$ cat src/rtl/riscv_dbg_bridge.sv
// Host-side debug port sequencer: turns host read/write/halt/resume commands into
// strobe/ack accesses on the debug unit bus and owns the core halt (stall) state.
module riscv_dbg_bridge #(
  parameter int XLEN          = 32,
  parameter int DBG_ADDR_SIZE = 16,
  parameter int ACK_TIMEOUT   = 255
) (
  input  logic                     clk,
  input  logic                     rst,
  input  logic                     cmd_valid,
  output logic                     cmd_ready,
  input  logic [1:0]               cmd_op,
  input  logic [DBG_ADDR_SIZE-1:0] cmd_addr,
  input  logic [XLEN-1:0]          cmd_data,
  output logic                     rsp_valid,
  input  logic                     rsp_ready,
  output logic [XLEN-1:0]          rsp_data,
  output logic                     rsp_err,
  output logic                     halted,
  output logic                     bp_event,
  output logic                     dbg_stall,
  output logic                     dbg_strb,
  output logic                     dbg_we,
  output logic [DBG_ADDR_SIZE-1:0] dbg_addr,
  output logic [XLEN-1:0]          dbg_dati,
  input  logic [XLEN-1:0]          dbg_dato,
  input  logic                     dbg_ack,
  input  logic                     dbg_bp
);

  localparam int DU_ADDR_SIZE = 12;
  localparam int BANK_W       = DBG_ADDR_SIZE - DU_ADDR_SIZE;
  localparam logic [BANK_W-1:0] DBG_INTERNAL = '0;

  typedef enum logic [1:0] {IDLE, ACCESS, RESP} state_t;
  typedef enum logic [1:0] {OP_READ, OP_WRITE, OP_HALT, OP_RESUME} op_t;

  state_t      state, state_nxt;
  op_t         op;
  logic        acc, is_rw, reject, halt_acc, resume_acc, timeout;
  logic        halted_nxt, we_r;
  logic [7:0]  cnt;

  assign op         = op_t'(cmd_op);
  assign acc        = cmd_valid && (state == IDLE);
  assign is_rw      = (op == OP_READ) || (op == OP_WRITE);
  // GPR/CSR banks are only acked by the debug unit while the core is stalled
  assign reject     = is_rw && (cmd_addr[DBG_ADDR_SIZE-1 -: BANK_W] != DBG_INTERNAL) && !halted;
  assign halt_acc   = acc && (op == OP_HALT);
  assign resume_acc = acc && (op == OP_RESUME);
  assign timeout    = (cnt == 8'(ACK_TIMEOUT - 1));

  always_ff @(posedge clk or posedge rst) begin
    if (rst) state <= IDLE;
    else     state <= state_nxt;
  end

  always_comb begin
    state_nxt = state;
    case (state)
      IDLE:    if (cmd_valid) state_nxt = (is_rw && !reject) ? ACCESS : RESP;
      ACCESS:  if (dbg_ack || timeout) state_nxt = RESP;
      RESP:    if (rsp_ready) state_nxt = IDLE;
      default: state_nxt = IDLE;
    endcase
  end

  always_comb begin
    cmd_ready = (state == IDLE) && !rst;
    rsp_valid = (state == RESP);
    dbg_strb  = (state == ACCESS);
    dbg_we    = dbg_strb && we_r;
    dbg_stall = halted;
  end

  // A resume applied together with a breakpoint leaves the core halted
  always_comb begin
    halted_nxt = halted;
    if (halt_acc)        halted_nxt = 1'b1;
    else if (resume_acc) halted_nxt = dbg_bp;
    else if (dbg_bp)     halted_nxt = 1'b1;
  end

  always_ff @(posedge clk or posedge rst) begin
    if (rst) begin
      halted   <= 1'b0;
      bp_event <= 1'b0;
      rsp_data <= '0;
      rsp_err  <= 1'b0;
      dbg_addr <= '0;
      dbg_dati <= '0;
      we_r     <= 1'b0;
      cnt      <= '0;
    end else begin
      halted   <= halted_nxt;
      bp_event <= dbg_bp && ((!halted && !halt_acc) || resume_acc);
      if (acc) begin
        case (op)
          OP_READ, OP_WRITE: begin
            if (reject) begin
              rsp_err  <= 1'b1;
              rsp_data <= '0;
            end else begin
              dbg_addr <= cmd_addr;
              dbg_dati <= cmd_data;
              we_r     <= (op == OP_WRITE);
              cnt      <= '0;
              rsp_err  <= 1'b0;
            end
          end
          OP_HALT: begin
            rsp_data <= XLEN'(1);
            rsp_err  <= 1'b0;
          end
          default: begin
            rsp_data <= XLEN'(dbg_bp);
            rsp_err  <= 1'b0;
          end
        endcase
      end
      if (state == ACCESS) begin
        if (dbg_ack) begin
          rsp_data <= we_r ? '0 : dbg_dato;
          rsp_err  <= 1'b0;
        end else if (timeout) begin
          rsp_data <= '0;
          rsp_err  <= 1'b1;
        end else begin
          cnt <= cnt + 8'd1;
        end
      end
    end
  end

endmodule

$ cat config.mk
export PLATFORM = sky130hd
export DESIGN_NAME = riscv_dbg_bridge
export DESIGN_NICKNAME = d
export VERILOG_FILES = /design/src/rtl/riscv_dbg_bridge.sv
export SDC_FILE = /design/constraint.sdc
export NUM_CORES = 1
export LEC_CHECK = 0
export ABC_AREA = 1
export ABC_CLOCK_PERIOD_IN_PS = 7300
export CAP_MARGIN = 30
export CORE_ASPECT_RATIO = 0.8
export CORE_MARGIN = 2
export CORE_UTILIZATION = 46
export CTS_CLUSTER_SIZE = 28
export DETAILED_ROUTE_END_ITERATION = 10
export GPL_TIMING_DRIVEN = 0
export HOLD_SLACK_MARGIN = 0.15
export PLACE_DENSITY = 0.95
export SKIP_LAST_GASP = 1
export SLEW_MARGIN = 10
export SYNTH_ARGS = -nofsm -noshare
export SYNTH_HDL_FRONTEND = slang
export SYNTH_SLANG_ARGS = --single-unit
$ cat constraint.sdc
create_clock -name clk -period 7.3 [get_ports clk]
set_input_delay 1.095 -clock clk [delete_from_list [all_inputs] [get_ports clk]]
set_output_delay 1.095 -clock clk [all_outputs]
set_load 0.01 [all_outputs]
==> key figures, run 1 <==
Critical path
  • Worst Setup Path Type: input pin to primary output
  • CP Buf/Inv Count: 2
  • Crit-path cells: clkdlybuf4s50_1, nor3_1, clkdlybuf4s50_1
  • Worst EP arrival: ~2.3 ns
  • Most used cell, CP: clkdlybuf4s50_1
  • R2R depth: 10
  • Reg-to-reg startpoint: cnt[0]$_DFF_PP0_
  • Max stage delay on crit path: 0.57 ns
  • Crit-path slowest cell: clkdlybuf4s50_1
  • Critical R2R Capture: rsp_data[3]$_DFF_PP0_
  • WP data required: 6.20 ns
  • Critical Path Source Type: input pin
  • FF-to-FF setup slack: approximately 5.8 ns
  • CP endpoint kind: primary output
  • CP max FO: 2
  • Crit path max-delay family: buffers and inverters

Floorplan
  • Starting Density: between 40% and 50%
  • # IOs: 176
  • DIE WIDTH: 109 um
  • Cell Rows: 30
  • Die H: 87.9 um
  • Placeable Area: 8520 sq um
  • Die ar.: 9560 sq um

CTS
  • Clock Path Buffers: 2
  • CTS Buf Count: 9
  • TritonCTS clock tree: yes
  • Worst-Skew Late Latency: 0.35 ns
  • # hold bufs at CTS: 0
  • Postcts setup bufs: 0
  • Clk root buf: clkbuf_8
  • Clock transition at the registers of the reported paths: 0.09 ns
  • Clock Sinks: 94
  • H-tree levels: 3
  • Post-cts resize count: 0

Logic synthesis
  • Post-synthesis cell area: between 4000 and 5000 sq um
  • Top cells by area, synth: dfrtp_1 (58%), nand2_1 (13%), inv_1 (6.1%), o21ai_1 (5.1%), nand3_1 (3.8%)
  • Post-synth top area share: between 50% and 60%
  • Synth Warn #: 0
  • Largest area contributor in the netlist: dfrtp_1
  • Post-Syn Instances: 457
  • Seq/Total Area, Yosys: 58.2%
  • Syn nets: around 550
  • Synthesized area per cell: 8.85 sq um
  • Synth cell types: 25
  • FF+latch count, synth: 94

GRT
  • Largest net degree at the start of global routing: 58
  • Vias in the first global route: around 3.9k
  • First-pass GRT wire length: 17800 um
  • GRT Total Usage: 23.8%
  • Initial antenna violation count: 0
  • Total grt overflow: 0

Drt
  • Mean routed wirelength per cell: 14.6 um
  • Vias/cell: 4.87
  • Antenna-violating nets left: 0
  • Routed WL: 11100 um
  • First-iteration detailed-routing DRC count: 207
  • Post-route DRC: 0
  • Drt pass-1 iters: 4
  • DR vias: approximately 3.7k

Layout
  • Layout cell share with drive strength beyond 1: under 10%
  • Register area: 2350 sq um
  • Post-route design area: slightly above 6000 sq um
  • # fillers: 605
  • Syn-to-layout area delta: 53.4%
  • Most common cell after layout, fill and taps aside: clkdlybuf4s50_1
  • Fin nets: 734
  • Commonest cells after routing, fill and taps aside: clkdlybuf4s50_1 (175), nand2_1 (136), dfrtp_1 (94)
  • ANT cells: 0
  • Multi-input logic area: 1270 sq um

STA
  • Final setup TNS: 0 ns
  • Pins Over Slew Limit: 0
  • Final worst path period share: 46.1%
  • Final hold vios: 0
  • Hold Slack: 0.495 ns
  • Worst clock skew: 0.0115 ns
  • Least-Margin Pin Slew: 0.708 ns
  • Maximum clock frequency: between 200 and 300 MHz
  • Tmin final: 3.36 ns
  • Slew HR: 52.8%
  • Finish-stage setup viols: 0
  • RSZ-0062 raised after global routing: false

Run
  • Max Cap Violations: 0

Place
  • I/O Buffers: 175
  • RePlAce Congestion: 0.820
  • Detailed Place HPWL: 8410 um
  • Area post-placement: about 6000 sq um

Pwr
  • VDD IR max: 0.192 mV
  • Leak pwr: 3.06 nW
  • Pwr dens: around 350 nW/um^2

Run status
  • Status: complete, no violations

Worst hold path
  • Hold path depth: 2
  • Min-delay worst type: flop to flop
  • Min-Delay Endpoint: dbg_dati[19]$_DFFE_PP0P_
  • Hold Crit Start: dbg_dati[19]$_DFFE_PP0P_
## flip-flops by register name (all words and copies together) (netlist names)
register   count
bp_event       1
cnt            8
dbg_addr      16
dbg_dati      32
dbg_stall      1
rsp_data      32
rsp_err        1
state          2
we_r           1
## metal layers
metal	GRT usage [%]	up-vias	routed length (um)
met4	11.1	0	369
met2	42.2	135	5630
li1	-	1783	-
met3	4.91	32	601
met5	0	-	0
met1	28.0	1753	4510
## cell type report
cell class	instances	area share, %
clock buffers	11	2.28
multi-input cells	271	20.5
well taps	112	2.26
flip-flops and latches	94	37.9
inverters	71	4.33
plain buffers	21	2.44
clock inverters	5	1.71
repair buffers	176	28.5
## through the flow
stage	worst slack (ns)	total power, mW	cells	util, %
floorplan	3.76	1.23	457	-
global placement	2.38	1.75	744	69.7
detailed placement	3.93	1.80	745	69.9
CTS	3.93	2.22	761	72.8
global route	3.85	2.34	761	72.8
finish	3.94	2.20	761	72.8
## worst reg2reg max path, stage by stage, from the launching register on
cell     delay [ns]
dfrtp_1        0.41
inv_1          0.13
ha_1           0.16
inv_1          0.04
nor2_2         0.14
nand2_4        0.09
nand2_2        0.08
nand2_4        0.08
buf_6          0.17
nand3_1        0.08
nand2_1        0.06
## synthesized netlist by cell type
cell type,n
nand2_1,136
dfrtp_1,94
inv_1,66
o21ai_1,41
nand3_1,31
nor2_1,18
o21ai_0,13
nand3_2,9
buf_4,8
buf_6,5
inv_2,5
a21oi_1,4
buf_2,4
clkbuf_1,4
nand4_1,4
nand2_2,3
ha_1,2
nand2_4,2
nor2_2,2
a22oi_1,1
nand3_4,1
nor2_4,1
nor3_1,1
o211ai_1,1
xnor2_1,1
## logic make-up (layout without fill, tap and decap cells)
| group | count (synthesis) | after routing | share of synthesized area [%] |
|---|---|---|---|
| and+or+nand+nor | 208 | 208 | 23.1 |
| DFF | 94 | 94 | 58.2 |
| buffers and inverters | 92 | 284 | 10.3 |
| AOI/OAI and AO/OA | 60 | 60 | 7.55 |
| adders and majority gates | 2 | 2 | 0.619 |
| xor gates and xnor gates | 1 | 1 | 0.217 |
## power by group
| part | switching [mW] | internal, mW |
|---|---|---|
| sequential | 0.126 | 0.729 |
| clock | 0.178 | 0.238 |
| combinational | 0.416 | 0.517 |
## worst max-delay path by stage
stage          slack, ns  depth (start not counted)  start                 endpoint
3_3_place_gp        2.38                          2    rst  dbg_addr[7]$_DFFE_PP0P_
5_1_grt             3.85                          3    rst                cmd_ready
4_1_cts             3.93                          3    rst                cmd_ready
3_5_place_dp        3.93                          3    rst                cmd_ready
2_1_floorplan       3.76                          1    rst       bp_event$_DFF_PP0_
6_report            3.94                          3    rst                cmd_ready
(Power assumes the default switching activity.)
==> run 2: changes to the inputs <==
--- a/config.mk
+++ b/config.mk
@@ -6,16 +6,16 @@
 export NUM_CORES = 1
 export LEC_CHECK = 0
 export ABC_AREA = 1
-export ABC_CLOCK_PERIOD_IN_PS = 7300
+export ABC_CLOCK_PERIOD_IN_PS = 3000
 export CAP_MARGIN = 30
 export CORE_ASPECT_RATIO = 0.8
 export CORE_MARGIN = 2
-export CORE_UTILIZATION = 46
+export CORE_UTILIZATION = 38
 export CTS_CLUSTER_SIZE = 28
 export DETAILED_ROUTE_END_ITERATION = 10
 export GPL_TIMING_DRIVEN = 0
 export HOLD_SLACK_MARGIN = 0.15
-export PLACE_DENSITY = 0.95
+export PLACE_DENSITY = 0.87
 export SKIP_LAST_GASP = 1
 export SLEW_MARGIN = 10
 export SYNTH_ARGS = -nofsm -noshare
==> constraint.sdc (replaced) <==
create_clock -name clk -period 3 [get_ports clk]
set_input_delay 0.45 -clock clk [delete_from_list [all_inputs] [get_ports clk]]
set_output_delay 0.45 -clock clk [all_outputs]
set_load 0.01 [all_outputs]
==> key figures, run 2 (same netlist as run 1, synthesis figures left out) <==
Pwr
  • Reg power frac: 38.4% (-0.4 points)
  • Pwr dens: 866 nW/um^2 (+140%)
  • Int Pwr: 3.67 mW (+150%)
  • VDD IR max: 0.404 mV (+110%)
  • Final total power: 5.45 mW (+150%)
  • Leak pwr: 3.08 nW (+0.68%)
  • Switching Fraction: 32.5% (-0.15 points)
  • Clock power frac: 20.4% (+1.6 points)
  • P_sw: 1.77 mW (+150%)
  • Combinational cell fraction of total power: 41.3% (-1.0 points)

Worst hold path
  • Min-delay worst type: flop to flop

Critical path
  • Crit-path slowest cell: clkdlybuf4s50_1
  • CP max FO: 2 (unchanged)
  • Max stage delay on crit path: 0.57 ns (about the same)
  • Worst EP arrival: 1.66 ns (-0.61 ns)
  • Most used cell, CP: clkdlybuf4s50_1
  • Worst Setup Path Type: input pin to primary output
  • CP endpoint kind: primary output
  • Critical Path Source Type: input pin
  • FF-to-FF setup slack: 1.45 ns (-4.31 ns)
  • WP data required: 2.55 ns (-3.65 ns)
  • Crit-path cells: clkdlybuf4s50_1, nor3_1, clkdlybuf4s50_1

GRT
  • Vias in the first global route: 3619 (-6.4%)
  • Total grt overflow: 0 (unchanged)
  • GRT Total Usage: 19.2% (-4.6 points)
  • First-pass GRT wire length: 17300 um (-2.8%)
  • Largest net degree at the start of global routing: 51 (-12%)
  • Initial antenna violation count: 0 (unchanged)

CTS
  • H-tree levels: 3 (unchanged)
  • Postcts setup bufs: 0 (unchanged)
  • # hold bufs at CTS: 0 (unchanged)
  • TritonCTS clock tree: yes
  • Worst-Skew Late Latency: 0.34 ns (about the same)
  • CTS Buf Count: 9 (unchanged)
  • Clk root buf: clkbuf_16
  • Clock transition at the registers of the reported paths: 0.06 ns (-0.03 ns)
  • Post-cts resize count: 0 (unchanged)
  • Clock Path Buffers: 2 (unchanged)
  • Clock Sinks: 94 (unchanged)

STA
  • Tmin final: about 2.1 ns
  • Hold Slack: 0.491 ns (-0.00430 ns)
  • Slack of the critical path: 0.890 ns (-3.05 ns)
  • Final hold vios: 0 (unchanged)
  • Pins Over Slew Limit: 0 (unchanged)
  • Worst clock skew: 0.00979 ns (-0.00174 ns)
  • Least-Margin Pin Slew: 0.595 ns (-0.113 ns)
  • RSZ-0062 raised after global routing: false
  • Maximum clock frequency: about 470 MHz
  • Final worst path period share: 70.3%
  • Slew HR: 60.3% (+7.5 points)
  • Finish-stage setup viols: 0 (unchanged)

Floorplan
  • Starting Density: 39.2% (-8.3 points)
  • Die ar.: 11500 sq um (+20%)
  • DIE WIDTH: 119 um (+9.7%)
  • # IOs: 176 (unchanged)
  • Cell Rows: 33 (+10%)
  • Die H: 96.3 um (+9.6%)
  • Placeable Area: 10300 sq um (+21%)

Drt
  • DR vias: 3662 (-1.1%)
  • Antenna-violating nets left: 0 (unchanged)
  • First-iteration detailed-routing DRC count: 210 (+1.4%)
  • Drt pass-1 iters: 4 (unchanged)
  • Routed WL: 10800 um (-3.2%)
  • Mean routed wirelength per cell: 13.6 um (-6.5%)
  • Post-route DRC: 0 (unchanged)
  • Vias/cell: 4.65 (-4.5%)

Place
  • Placed Cells: 773 (+3.8%)
  • I/O Buffers: 175 (unchanged)
  • Place WS: 0.897 ns (-3.03 ns)
  • RePlAce Congestion: 0.792 (-3.5%)
  • Detailed Place HPWL: 8200 um (-2.5%)

Layout
  • Fin nets: 734 (unchanged)
  • ANT cells: 0 (unchanged)
  • Syn-to-layout area delta: 55.5%
  • Most common cell after layout, fill and taps aside: clkdlybuf4s50_1
  • Commonest cells after routing, fill and taps aside: clkdlybuf4s50_1 (175), nand2_1 (136), dfrtp_1 (94)
  • Non-Filler Instances: 788 (+3.5%)
  • Layout cell share with drive strength beyond 1: 8.80% (+0.014 points)
  • Largest regs: dbg_dati (32), rsp_data (32), dbg_addr (16)

Run status
  • Status: complete, no violations

Run
  • Max Cap Violations: 0 (unchanged)
[run 2: final cells by class]
class / instances / area, sq um
Tap cell: 140 / 175
Fill cell: 864 / 4030
Inverter: 71 / 269
Sequential cell: 94 / 2350
Buffer: 21 / 151
Multi-Input combinational cell: 271 / 1270
Timing Repair Buffer: 176 / 1780
Clock buffer: 9 / 225
Clock inverter: 6 / 63.8
[run 2: path summary, 6_finish.rpt]
kind	from	endpoint	depth (start not counted)
worst min-delay path	dbg_dati[30]$_DFFE_PP0P_	dbg_dati[30]$_DFFE_PP0P_	2
worst max-delay path	rst	cmd_ready	3
max in group asynchronous	rst	dbg_addr[2]$_DFFE_PP0P_	3
min in group asynchronous	rst	rsp_data[29]$_DFF_PP0_	2
worst max register to register	cnt[0]$_DFF_PP0_	rsp_data[15]$_DFF_PP0_	10
worst min register to register	dbg_dati[30]$_DFFE_PP0P_	dbg_dati[30]$_DFFE_PP0P_	2
[run 2: through the flow]
step / util [%] / cell area [sq um] / setup TNS (ns)
floorplan: - / 4050 / 0
CTS: 60.9 / 6290 / 0
global route: 60.9 / 6290 / 0
detailed placement: 58.1 / 6000 / 0
finish: 60.9 / 6290 / 0
global placement: 57.9 / 5970 / -118.39
[run 2: critical path: cells and delay by family]
kind	cells	cell delay [ns]
simple gates	1	0.18
buf+inv	2	1.03
[run 2: power groups by stage]
| stage | logic, mW | clock network, mW | registers (mW) |
|---|---|---|---|
| after detailed placement | 2.27 | 0 | 2.10 |
| after CTS | 2.28 | 1.14 | 2.09 |
| after floorplan | 0.692 | 0 | 2.30 |
| final | 2.25 | 1.11 | 2.09 |
| after global placement | 2.20 | 0 | 2.07 |
| after global routing | 2.43 | 1.19 | 2.15 |
[run 2: per-layer routing]
metal | track usage [%] | wire length [um]
met1 | 23.3 | 4580
met2 | 33.4 | 5360
met3 | 4.98 | 574
met4 | 7.45 | 238
met5 | 0 | 0
==> run 3: changes to the inputs <==
--- a/config.mk
+++ b/config.mk
@@ -6,7 +6,7 @@
 export NUM_CORES = 1
 export LEC_CHECK = 0
 export ABC_AREA = 1
-export ABC_CLOCK_PERIOD_IN_PS = 3000
+export ABC_CLOCK_PERIOD_IN_PS = 1830
 export CAP_MARGIN = 30
 export CORE_ASPECT_RATIO = 0.8
 export CORE_MARGIN = 2
==> constraint.sdc (replaced) <==
create_clock -name clk -period 1.83 [get_ports clk]
set_input_delay 0.2745 -clock clk [delete_from_list [all_inputs] [get_ports clk]]
set_output_delay 0.2745 -clock clk [all_outputs]
set_load 0.01 [all_outputs]
==> key figures, run 3 (same netlist as run 1, synthesis figures left out) <==
Place
  • Detailed Place HPWL: 8380 um (+2.2%)
  • RePlAce Congestion: 0.815 (+3.0%)
  • Placed Cells: 774 (+0.13%)
  • I/O Buffers: 175 (unchanged)

Layout
  • Commonest cells after routing, fill and taps aside: clkdlybuf4s50_1 (171), nand2_1 (136), dfrtp_1 (94)
  • Syn-to-layout area delta: 56.5%
  • ANT cells: 0 (unchanged)
  • Layout cell share with drive strength beyond 1: 9.08% (+0.28 points)
  • Largest regs: dbg_dati (32), rsp_data (32), dbg_addr (16)
  • Final core utilization: 61.3% (+0.38 points)
  • Most common cell after layout, fill and taps aside: clkdlybuf4s50_1
  • Fin nets: 735 (+0.14%)
  • Non-Filler Instances: 790 (+0.25%)
  • # fillers: 850 (-1.6%)

STA
  • Worst clock skew: 0.00529 ns (-0.00449 ns)
  • RSZ-0062 raised after global routing: false
  • Slew HR: 66.4% (+6.0 points)
  • Finish-stage setup viols: 0 (unchanged)
  • Pins Over Slew Limit: 0 (unchanged)
  • Tmin final: about 1.7 ns
  • Maximum clock frequency: 598 MHz
  • Final worst path period share: 91.4%
  • Hold Slack: 0.356 ns (-0.135 ns)
  • Final setup TNS: 0 ns (unchanged)
  • Least-Margin Pin Slew: 0.503 ns (-0.0918 ns)
  • Final hold vios: 0 (unchanged)

Drt
  • Antenna-violating nets left: 0 (unchanged)
  • First-iteration detailed-routing DRC count: 278 (+32%)
  • DR vias: 3671 (+0.25%)
  • Routed WL: 10800 um (+0.12%)
  • Mean routed wirelength per cell: 13.6 um (-0.13%)
  • Vias/cell: 4.65 (about the same)
  • Drt pass-1 iters: 5 (+1)
  • Post-route DRC: 0 (unchanged)

CTS
  • Post-cts resize count: 2 (+2)
  • Clk root buf: clkbuf_16
  • TritonCTS clock tree: yes
  • Clock Sinks: 94 (unchanged)
  • CTS Buf Count: 9 (unchanged)
  • Worst-Skew Late Latency: 0.33 ns (about the same)
  • Postcts setup bufs: 0 (unchanged)
  • # hold bufs at CTS: 0 (unchanged)
  • Clock Path Buffers: 2 (unchanged)
  • H-tree levels: 3 (unchanged)
  • Clock transition at the registers of the reported paths: 0.07 ns (about the same)

Run status
  • Status: complete, no violations

Critical path
  • Worst Setup Path Type: flop to primary output
  • CP endpoint kind: primary output
  • WP data required: 1.56 ns (-0.99 ns)
  • Worst EP arrival: 1.40 ns (-0.26 ns)
  • CP max FO: 5 (+3)
  • Critical Path Source Type: flop

GRT
  • Total grt overflow: 0 (unchanged)
  • Largest net degree at the start of global routing: 41 (-20%)
  • First-pass GRT wire length: 17300 um (about the same)
  • GRT Total Usage: 18.9% (-0.32 points)
  • Vias in the first global route: 3644 (+0.69%)
  • Initial antenna violation count: 0 (unchanged)

Run
  • Max Cap Violations: 0 (unchanged)

Worst hold path
  • Min-delay worst type: input pin to asynchronous set/reset pin

Floorplan
  • Die H: 96.3 um (unchanged)
  • Die ar.: 11500 sq um (unchanged)
  • Starting Density: 39.2% (unchanged)
  • # IOs: 176 (unchanged)
  • Cell Rows: 33 (unchanged)
  • DIE WIDTH: 119 um (unchanged)
  • Placeable Area: 10300 sq um (unchanged)

Pwr
  • Leak pwr: 3.13 nW (+1.7%)
  • Final total power: 9.03 mW (+66%)
  • VDD IR max: 0.484 mV (+20%)
  • Pwr dens: 1430 nW/um^2 (+65%)
run 3: cell count changes in the layout (fill, tap and decap cells not counted):
cell / previous run / this run
clkdlybuf4s50_1: 175 / 171
buf_12: 0 / 2
clkinv_2: 2 / 0
dlygate4sd2_1: 0 / 2
dlymetal6s2s_1: 0 / 2
inv_6: 0 / 2
inv_8: 0 / 2
buf_16: 1 / 0
inv_4: 1 / 0
run 3: cell type report:
| cell class | instances | area (sq um) | area share (%) |
|---|---|---|---|
| Buffer | 21 | 151 | 2.39 |
| Timing Repair Buffer | 177 | 1790 | 28.3 |
| Tap cell | 140 | 175 | 2.77 |
| Clock buffer | 9 | 225 | 3.56 |
| Multi-Input combinational cell | 271 | 1270 | 20.1 |
| Sequential cell | 94 | 2350 | 37.2 |
| Inverter | 71 | 270 | 4.27 |
| Clock inverter | 7 | 86.3 | 1.36 |
run 3: path summary, 6_finish.rpt:
check,startpoint,endpoint,slack (ns),depth (start not counted)
max in group asynchronous,rst,dbg_addr[5]$_DFFE_PP0P_,0.93,3
worst max register to register,cnt[0]$_DFF_PP0_,rsp_data[19]$_DFF_PP0_,0.27,10
worst max-delay path,state[1]$_DFFE_PP0P_,dbg_strb,0.16,4
min in group clk,dbg_dato[16],rsp_data[16]$_DFF_PP0_,0.48,3
worst min register to register,dbg_addr[11]$_DFFE_PP0P_,dbg_addr[11]$_DFFE_PP0P_,0.49,2
worst min-delay path,rst,state[1]$_DFFE_PP0P_,0.36,2
run 3: critical path: stages (launching register included):
cell and delay (ns):
dfrtp_1 0.39, inv_2 0.08, nand2_1 0.13, inv_1 0.15
dlygate4sd2_1 0.32
run 3: layer usage:
metal	wire length [um]	track usage [%]	vias up
met4	219	6.76	0
met3	530	4.74	22
met1	4650	23.4	1734
li1	-	-	1789
met5	0	0	-
met2	5360	32.6	126
run 3: power breakdown:
part	switching, mW	total (mW)	internal (mW)
logic	1.63	3.69	2.05
registers	0.491	3.40	2.91
clock network	0.846	1.94	1.09
run 3: metrics by stage:
stage,setup WS (ns),area [sq um]
CTS,0.00574,6320
global placement,-0.538,5980
detailed placement,-0.00592,6020
finish,0.157,6330
global route,0.0499,6330
floorplan,0.442,4050
